`src/rtl/lane_pkg.sv`:
```
// Shared definitions for the lane phase sequencer: FSM state codes,
// per-direction light codes, common patterns and pattern helpers.
// Patterns use WWSSEENN order, two bits per direction.
package lane_pkg;

  // Phase state; the encoding is visible on the phase output.
  typedef enum logic [1:0] {
    LOAD   = 2'd0,
    GREEN  = 2'd1,
    YELLOW = 2'd2,
    CLEAR  = 2'd3
  } state_e;

  // Per-direction light codes (10 is illegal).
  localparam logic [1:0] DIR_GREEN  = 2'b11;
  localparam logic [1:0] DIR_YELLOW = 2'b01;
  localparam logic [1:0] DIR_RED    = 2'b00;

  // Whole-junction patterns.
  localparam logic [7:0] PAT_NS     = 8'b0011_0011;
  localparam logic [7:0] PAT_EW     = 8'b1100_1100;
  localparam logic [7:0] PAT_ALLRED = 8'b0000_0000;

  // Width of the phase counter and of the duration fields.
  localparam int unsigned CNT_W = 7;

  // Keep only directions requested green; anything else (yellow or the
  // illegal code) is captured as red so a request can never start amber.
  function automatic logic [7:0] sanitise(input logic [7:0] pattern);
    logic [7:0] clean;
    clean = PAT_ALLRED;
    for (int d = 0; d < 4; d++) begin
      if (pattern[2*d +: 2] == DIR_GREEN) clean[2*d +: 2] = DIR_GREEN;
    end
    return clean;
  endfunction

  // Turn every green direction amber; all other directions are red.
  function automatic logic [7:0] to_yellow(input logic [7:0] pattern);
    logic [7:0] amber;
    amber = PAT_ALLRED;
    for (int d = 0; d < 4; d++) begin
      if (pattern[2*d +: 2] == DIR_GREEN) amber[2*d +: 2] = DIR_YELLOW;
    end
    return amber;
  endfunction

  // A zero duration would never expire, so it is promoted to one tick.
  function automatic logic [CNT_W-1:0] sanitise_time(input logic [CNT_W-1:0] ticks);
    return (ticks == '0) ? CNT_W'(1) : ticks;
  endfunction

endpackage

```
`src/rtl/lane_phase_sequencer_phase_counter.sv`:
```
// phase_counter: loadable down-counter timing one phase in ticks.
// It holds at 1 until the tick that ends the phase; done marks that tick
// so the owner reloads it on the same edge.
module phase_counter
  import lane_pkg::*;
(
  input  logic             clk,
  input  logic             rst,
  input  logic             tick_i,
  input  logic             load_i,
  input  logic [CNT_W-1:0] load_val_i,
  output logic [CNT_W-1:0] count_o,
  output logic             done_o
);

  logic [CNT_W-1:0] count_q;
  logic [CNT_W-1:0] count_d;

  // Next count: a load wins; otherwise step down on tick while above 1.
  always_comb begin
    // NOTE: default assignment first so every path drives count_d (no latch).
    count_d = count_q;
    if (load_i) begin
      count_d = load_val_i;
    end else if (tick_i && (count_q > CNT_W'(1))) begin
      count_d = count_q - CNT_W'(1);
    end
  end

  // Count register.
  always_ff @(posedge clk or posedge rst) begin
    // NOTE: sequential state uses non-blocking assignment to avoid ordering races.
    if (rst) count_q <= '0;
    else     count_q <= count_d;
  end

  assign count_o = count_q;
  assign done_o  = tick_i && (count_q == CNT_W'(1));

endmodule

```
`src/rtl/lane_phase_sequencer.sv`:
```
// lane_phase_sequencer: accepts a lane request from the mode logic, holds
// it green for the requested ticks, then runs yellow and (optionally)
// all-red clearance before accepting the next request. A request equal to
// the current green pattern at expiry extends green without a yellow.
// Build option: define LANE_ALLRED_EN to include the all-red CLEAR phase;
// without it YELLOW expiry returns straight to LOAD.
module lane_phase_sequencer
  import lane_pkg::*;
#(
  parameter int unsigned YELLOW_TICKS = 4,
  parameter int unsigned ALLRED_TICKS = 2
) (
  input  logic             clk,
  input  logic             rst,
  input  logic             tick,
  input  logic [7:0]       laneRequest,
  input  logic [CNT_W-1:0] loadTime,
  output logic [7:0]       lightState,
  output logic [CNT_W-1:0] timeRemaining,
  output logic             loadStrobe,
  output logic [1:0]       phase
);

`ifdef LANE_ALLRED_EN
  localparam bit ALLRED_EN = 1'b1;
`else
  localparam bit ALLRED_EN = 1'b0;
`endif

  localparam logic [CNT_W-1:0] YELLOW_CNT = CNT_W'(YELLOW_TICKS);
  localparam logic [CNT_W-1:0] ALLRED_CNT = CNT_W'(ALLRED_TICKS);

  state_e           state_q;
  state_e           state_d;
  logic [7:0]       light_q;
  logic [7:0]       light_d;
  logic             cnt_load;
  logic [CNT_W-1:0] cnt_val;
  logic [CNT_W-1:0] cnt_value;
  logic             cnt_done;
  logic [7:0]       req_clean;

  assign req_clean = sanitise(laneRequest);

  phase_counter u_counter (
    .clk        (clk),
    .rst        (rst),
    .tick_i     (tick),
    .load_i     (cnt_load),
    .load_val_i (cnt_val),
    .count_o    (cnt_value),
    .done_o     (cnt_done)
  );

  // Next state, next lights and counter reload for each phase.
  always_comb begin
    state_d  = state_q;
    light_d  = light_q;
    cnt_load = 1'b0;
    cnt_val  = '0;
    case (state_q)
      LOAD: begin
        // Lights keep their previous value during this cycle; the new
        // pattern appears together with the GREEN phase code.
        state_d  = GREEN;
        light_d  = req_clean;
        cnt_load = 1'b1;
        cnt_val  = sanitise_time(loadTime);
      end
      GREEN: begin
        if (cnt_done) begin
          cnt_load = 1'b1;
          if (req_clean == light_q) begin
            // Same pattern requested again: re-load without any amber.
            state_d = LOAD;
            cnt_val = '0;
          end else begin
            state_d = YELLOW;
            cnt_val = YELLOW_CNT;
            light_d = to_yellow(light_q);
          end
        end
      end
      YELLOW: begin
        if (cnt_done) begin
          cnt_load = 1'b1;
          light_d  = PAT_ALLRED;
          if (ALLRED_EN) begin
            state_d = CLEAR;
            cnt_val = ALLRED_CNT;
          end else begin
            // No clearance phase: amber ends in red while the next
            // request is captured.
            state_d = LOAD;
            cnt_val = '0;
          end
        end
      end
      CLEAR: begin
        if (cnt_done) begin
          state_d  = LOAD;
          cnt_load = 1'b1;
          cnt_val  = '0;
        end
      end
      default: begin
        state_d = LOAD;
        light_d = PAT_ALLRED;
      end
    endcase
  end

  // State and light registers; reset drops every direction to red at once.
  always_ff @(posedge clk or posedge rst) begin
    if (rst) begin
      state_q <= LOAD;
      light_q <= PAT_ALLRED;
    end else begin
      state_q <= state_d;
      light_q <= light_d;
    end
  end

  assign lightState    = light_q;
  assign timeRemaining = cnt_value;
  assign phase         = state_q;
  // The capture strobe is quiet while reset holds the FSM in LOAD.
  assign loadStrobe    = (state_q == LOAD) && !rst;

endmodule

```
`config.mk`:
```
export PLATFORM = sky130hd
export DESIGN_NAME = lane_phase_sequencer
export DESIGN_NICKNAME = d
export VERILOG_FILES = /design/src/rtl/lane_pkg.sv /design/src/rtl/lane_phase_sequencer_phase_counter.sv /design/src/rtl/lane_phase_sequencer.sv
export SDC_FILE = /design/constraint.sdc
export NUM_CORES = 1
export LEC_CHECK = 0
export ABC_AREA = 1
export CAP_MARGIN = 10
export CORE_ASPECT_RATIO = 0.7
export CORE_MARGIN = 2
export CORE_UTILIZATION = 55
export CTS_BUF_LIST = sky130_fd_sc_hd__clkbuf_8
export DETAILED_ROUTE_END_ITERATION = 6
export DONT_BUFFER_PORTS = 1
export PLACE_DENSITY = 0.67
export SLEW_MARGIN = 20
export SYNTH_ARGS = -nofsm -noshare
export SYNTH_HDL_FRONTEND = slang
export SYNTH_SLANG_ARGS = --single-unit
```
`constraint.sdc`:
```
create_clock -name clk -period 4.8 [get_ports clk]
set_clock_uncertainty 0.15 [all_clocks]
set_input_delay 0.96 -clock clk [delete_from_list [all_inputs] [get_ports clk]]
set_output_delay 0.96 -clock clk [all_outputs]
set_load 0.05 [all_outputs]
```
* Word level (Yosys, flattened, before mapping)
Index checks and enable logic that the tools add are counted.
Word-level totals: register bits after elaboration 17, output and inout bits 18
Cells by class: add/subtract/negate cells 1, order comparisons 1, equal/unequal tests 17, multiplexer cells 24, reduce and logical (&&, ||, !) cells 12
Operators by type and width (count):
- 8-bit two-way mux | 3
- 8-bit case mux with 3 select lines | 1
- 7-bit two-way mux | 3
- 7-bit case mux with 3 select lines | 1
- 2-bit equality test (second input constant) | 10
- 2-bit two-way mux | 7
- 8-bit equality test | 1
- 7-bit by 1-bit equality test with 1-bit output (second input constant) | 1
- 7-bit by 1-bit greater-than comparator with 1-bit output (second input constant) | 1
- 7-bit logical NOT | 1
- 7-bit by 1-bit subtractor with 7-bit output (second input constant) | 1
- 3-bit two-way mux | 2
- 2-bit inequality test (second input constant) | 3
- 2-bit case mux with 3 select lines | 1
- 1-bit two-way mux | 5
- 4-bit AND reduction | 1
- 1-bit logical AND | 3
- 3-bit nonzero test | 1
- 3-bit OR reduction | 1
- 2-bit by 1-bit equality test with 1-bit output (second input constant) | 1
- 2-bit logical NOT | 1
- 2-bit by 1-bit inequality test with 1-bit output (second input constant) | 1
- 1-bit case mux with 2 select lines | 1
- 2-bit AND reduction | 1
- 3 further kinds | 3

* Depth between registers and ports, before layout
word-level depth 7, depth in mapped cells 11, gate-level depth less buffers 11

* Modules after synthesis
Synthesis repeated with hierarchy kept, for this count alone.
Unflattened totals: cell total of the unflattened synthesis 201, area total of the unflattened synthesis 1343.8 um^2
By module, submodules not included:
- lane_phase_sequencer | times used 1, cells an instance 115, area an instance 757.0 um^2, seq. area each 250.2 um^2
- phase_counter | times used 1, cells an instance 86, area an instance 586.8 um^2, seq. area each 175.2 um^2

* Least setup slack after synthesis
No wires, ideal clock.
path type register to output, start register state_q[0] (netlist: phase[0]), end output loadStrobe, arrival time 1916 ps, slack 1774 ps, stages on the path, launching flop included 6, cell sequence dfrtp_1 -> inv_1 -> ha_1 -> clkbuf_1 -> inv_1 -> nor2_1
On the way: word-level cells in the longest chain between the ends 2
RTL lines:
- start: declaration | line lane_phase_sequencer.sv:33 | state_e state_q;
- start signal: assignment | line lane_phase_sequencer.sv:119 | state_q <= state_d;
- 2-bit logical NOT | line lane_phase_sequencer.sv:128 | assign loadStrobe = (state_q == LOAD) && !rst;
- 1-bit logical AND | line lane_phase_sequencer.sv:128
- end: declaration | line lane_phase_sequencer.sv:20 | output logic loadStrobe,
Every way passes these cells.

* Final worst setup path
start register state_q[1] (netlist: phase[1]), end output loadStrobe
The elaborated chain is that of the path after synthesis.

==> impl_metrics.env <==
export IMPL_outcome="finished, final reports clean"
export IMPL_ant_nets=0
export IMPL_fill_cells=188
export IMPL_clockBufferDepth=2
export IMPL_cts_root_buf="clkbuf_8"
export IMPL_ctsHoldBuffers=0
export IMPL_core_area_um2=2137
export IMPL_synth_area_um2=1231
export IMPL_cp_cell_sequence="inv_1 > ha_1 > inv_1 > nor2_1"
export IMPL_multi_input_area_um2=719.4
export IMPL_hold_slack_ns=0.5313
export IMPL_critPathKind="flip-flop to primary output"
export IMPL_synth_cell_types=25
export IMPL_yosysWarnings=0
export IMPL_syn_inst=174
export IMPL_rsz0062_at_grt="no"
export IMPL_synthesis_nets=198
export IMPL_final_layout_size_suffix_gt1_frac=0.1136
export IMPL_grt_max_degree=18
export IMPL_cp_data_arrival_time_ns=2.24
export IMPL_first_pass_iters=5
export IMPL_seq_area_um2=425.4
export IMPL_crit_family="simple AND/OR/NAND/NOR gates"
export IMPL_path_depth=4
export IMPL_die_w_um=60.55
export IMPL_nNetsFinal=201
export IMPL_crit_buf_inv=2
export IMPL_diodes=0
export IMPL_grt_pass1_wl_mm=4.333
export IMPL_cts_made_buffers=3
export IMPL_period_share=0.6984
export IMPL_row_count=14
export IMPL_vias=1093
export IMPL_clk_latency_ns=0.25
export IMPL_overflow=0
export IMPL_postCtsSetupBuffers=0
export IMPL_required_ns=3.69
export IMPL_max_freq_mhz=298.3
export IMPL_relSlewSlack=0.4110
export IMPL_via_per_inst=5.255
export IMPL_drv_cap=0
export IMPL_ys_ff_latch=17
export IMPL_grt_pass1_vias=969
export IMPL_clkTransAtPathRegs_ns=0.07
export IMPL_die_height_um=43.59
export IMPL_initial_core_util=0.5761
export IMPL_grt_util_all_layers=0.2225
export IMPL_crit_path_frequent_cell="inv_1"
export IMPL_synth_avg_cell_area_um2=7.076
export IMPL_first_iter_violations=75
export IMPL_drv_slew=0
export IMPL_tns_ns=0
export IMPL_setup_violations_final=0
export IMPL_routabilityCongestion=0.7938
export IMPL_place_hpwl_mm=2.017
export IMPL_layout_common_cells="nand2_1, nand3_1, inv_1, dfrtp_1, nor2_1"
export IMPL_portBuffers=0
export IMPL_wl_per_cell_um=12.38
export IMPL_cts_sinks=17
export IMPL_end_kind="primary output"
export IMPL_final_util=0.6107
export IMPL_ctsHtreeMaxLevel=1
export IMPL_tightest_slew_ns=0.8802
export IMPL_die_area_um2=2639
export IMPL_ys_seq_area_frac=0.3455
export IMPL_syn2layout_area_growth_pct=5.996
export IMPL_drc=0
export IMPL_reg2reg_depth=8
export IMPL_ioPinCount=36
export IMPL_worstPathMaxFanout=11
export IMPL_hold_violations=0
export IMPL_hold_class="primary input to async pin"
export IMPL_cpMaxStageDelayCell="nor2_1"
export IMPL_wl_mm=2.574
export IMPL_r2r_setup_slack_ns=2.47
export IMPL_antenna_found_initial=0
export IMPL_final_common_cell="nand2_1"
export IMPL_cts_tree="built"
export IMPL_ctsResizeCount=0
export IMPL_start_kind="flip-flop"
export IMPL_period_needed_ns=3.352
export IMPL_crit_path_max_incr_delay_ns=0.69
[worst reg2reg max path, delay by kind of cell, from the launching register on]
| kind | cells | cell delay, ns |
|---|---|---|
| AOI/OAI and AO/OA | 2 | 0.14 |
| and+or+nand+nor | 4 | 0.87 |
| DFF | 1 | 0.69 |
| adders and majority gates | 1 | 0.27 |
| buffers and inverters | 1 | 0.16 |
[worst paths after layout]
check                           endpoint     startpoint
setup / recovery              loadStrobe       phase[1]
hold / removal             lightState[2]            rst
setup reg to reg           lightState[6]       phase[1]
hold reg to reg            lightState[5]  lightState[5]
max in group asynchronous  lightState[1]            rst
min in group clk           lightState[5]  lightState[5]
[logic make-up (layout without fill, tap and decap cells)]
group                      count (synthesis)  after routing  share of synthesized area
xor gates and xnor gates                   4              4                    0.02845
DFF                                       17             17                     0.3455
and+or+nand+nor                          105            105                     0.3862
buffers and inverters                     21             23                    0.07011
adders and majority gates                  6              6                    0.06097
AOI/OAI and AO/OA                         21             21                     0.1087
[per-stage QoR]
stage                     area (µm²)  std cells  setup slack (ns)
final                           1305        208             1.448
after global routing            1305        208             1.287
after CTS                       1305        208             1.456
after detailed placement        1256        204             1.730
after global placement          1256        204             1.775
after floorplan                 1231        174             1.774
[synth_stat cells]
master	n	area [µm²]
nand2_2	4	25.02
nand4_1	1	6.260
nor2_4	1	11.26
o21ai_0	11	55.05
ha_1	6	75.07
a21oi_4	1	16.27
clkbuf_1	1	3.750
dfrtp_1	17	425.4
inv_1	18	67.56
o21ai_1	1	5.000
nand3_1	19	95.09
xor2_1	4	35.03
nand4_4	1	21.27
nor2_1	15	56.30
o21ai_2	4	35.03
a31oi_1	2	12.51
and3_1	1	6.260
inv_2	1	3.750
nand2_1	57	214.0
a21oi_1	2	10.01
nor2_2	3	18.77
buf_6	1	11.26
nand3_2	1	10.01
or2_1	1	6.260
nor3_1	1	5.000
[flip-flops by register name, indices dropped and copies added (netlist names)]
signal             count
lightState             8
u_counter.count_o      7
phase                  2
[layer usage]
layer / part of all wire / wire, µm / track usage
met5: 0 / 0 / 0
met2: 0.40 / 1037 / 0.2848
met3: 0.079 / 204 / 0.08060
met4: 0.0074 / 19 / 0.05217
met1: 0.51 / 1312 / 0.3514
[cell type report]
cell class                 count  share of cell area
inverter                      19             0.05465
clock inverter                 1            0.005753
sequential                    17              0.3260
multi-input combinational    136              0.5513
clock buffer                   3             0.03164
tap                           32             0.03068
Power is left out: the tool's default activity adds up to more than one toggle a clock period on the data nets, which glitch-free logic cannot reach.
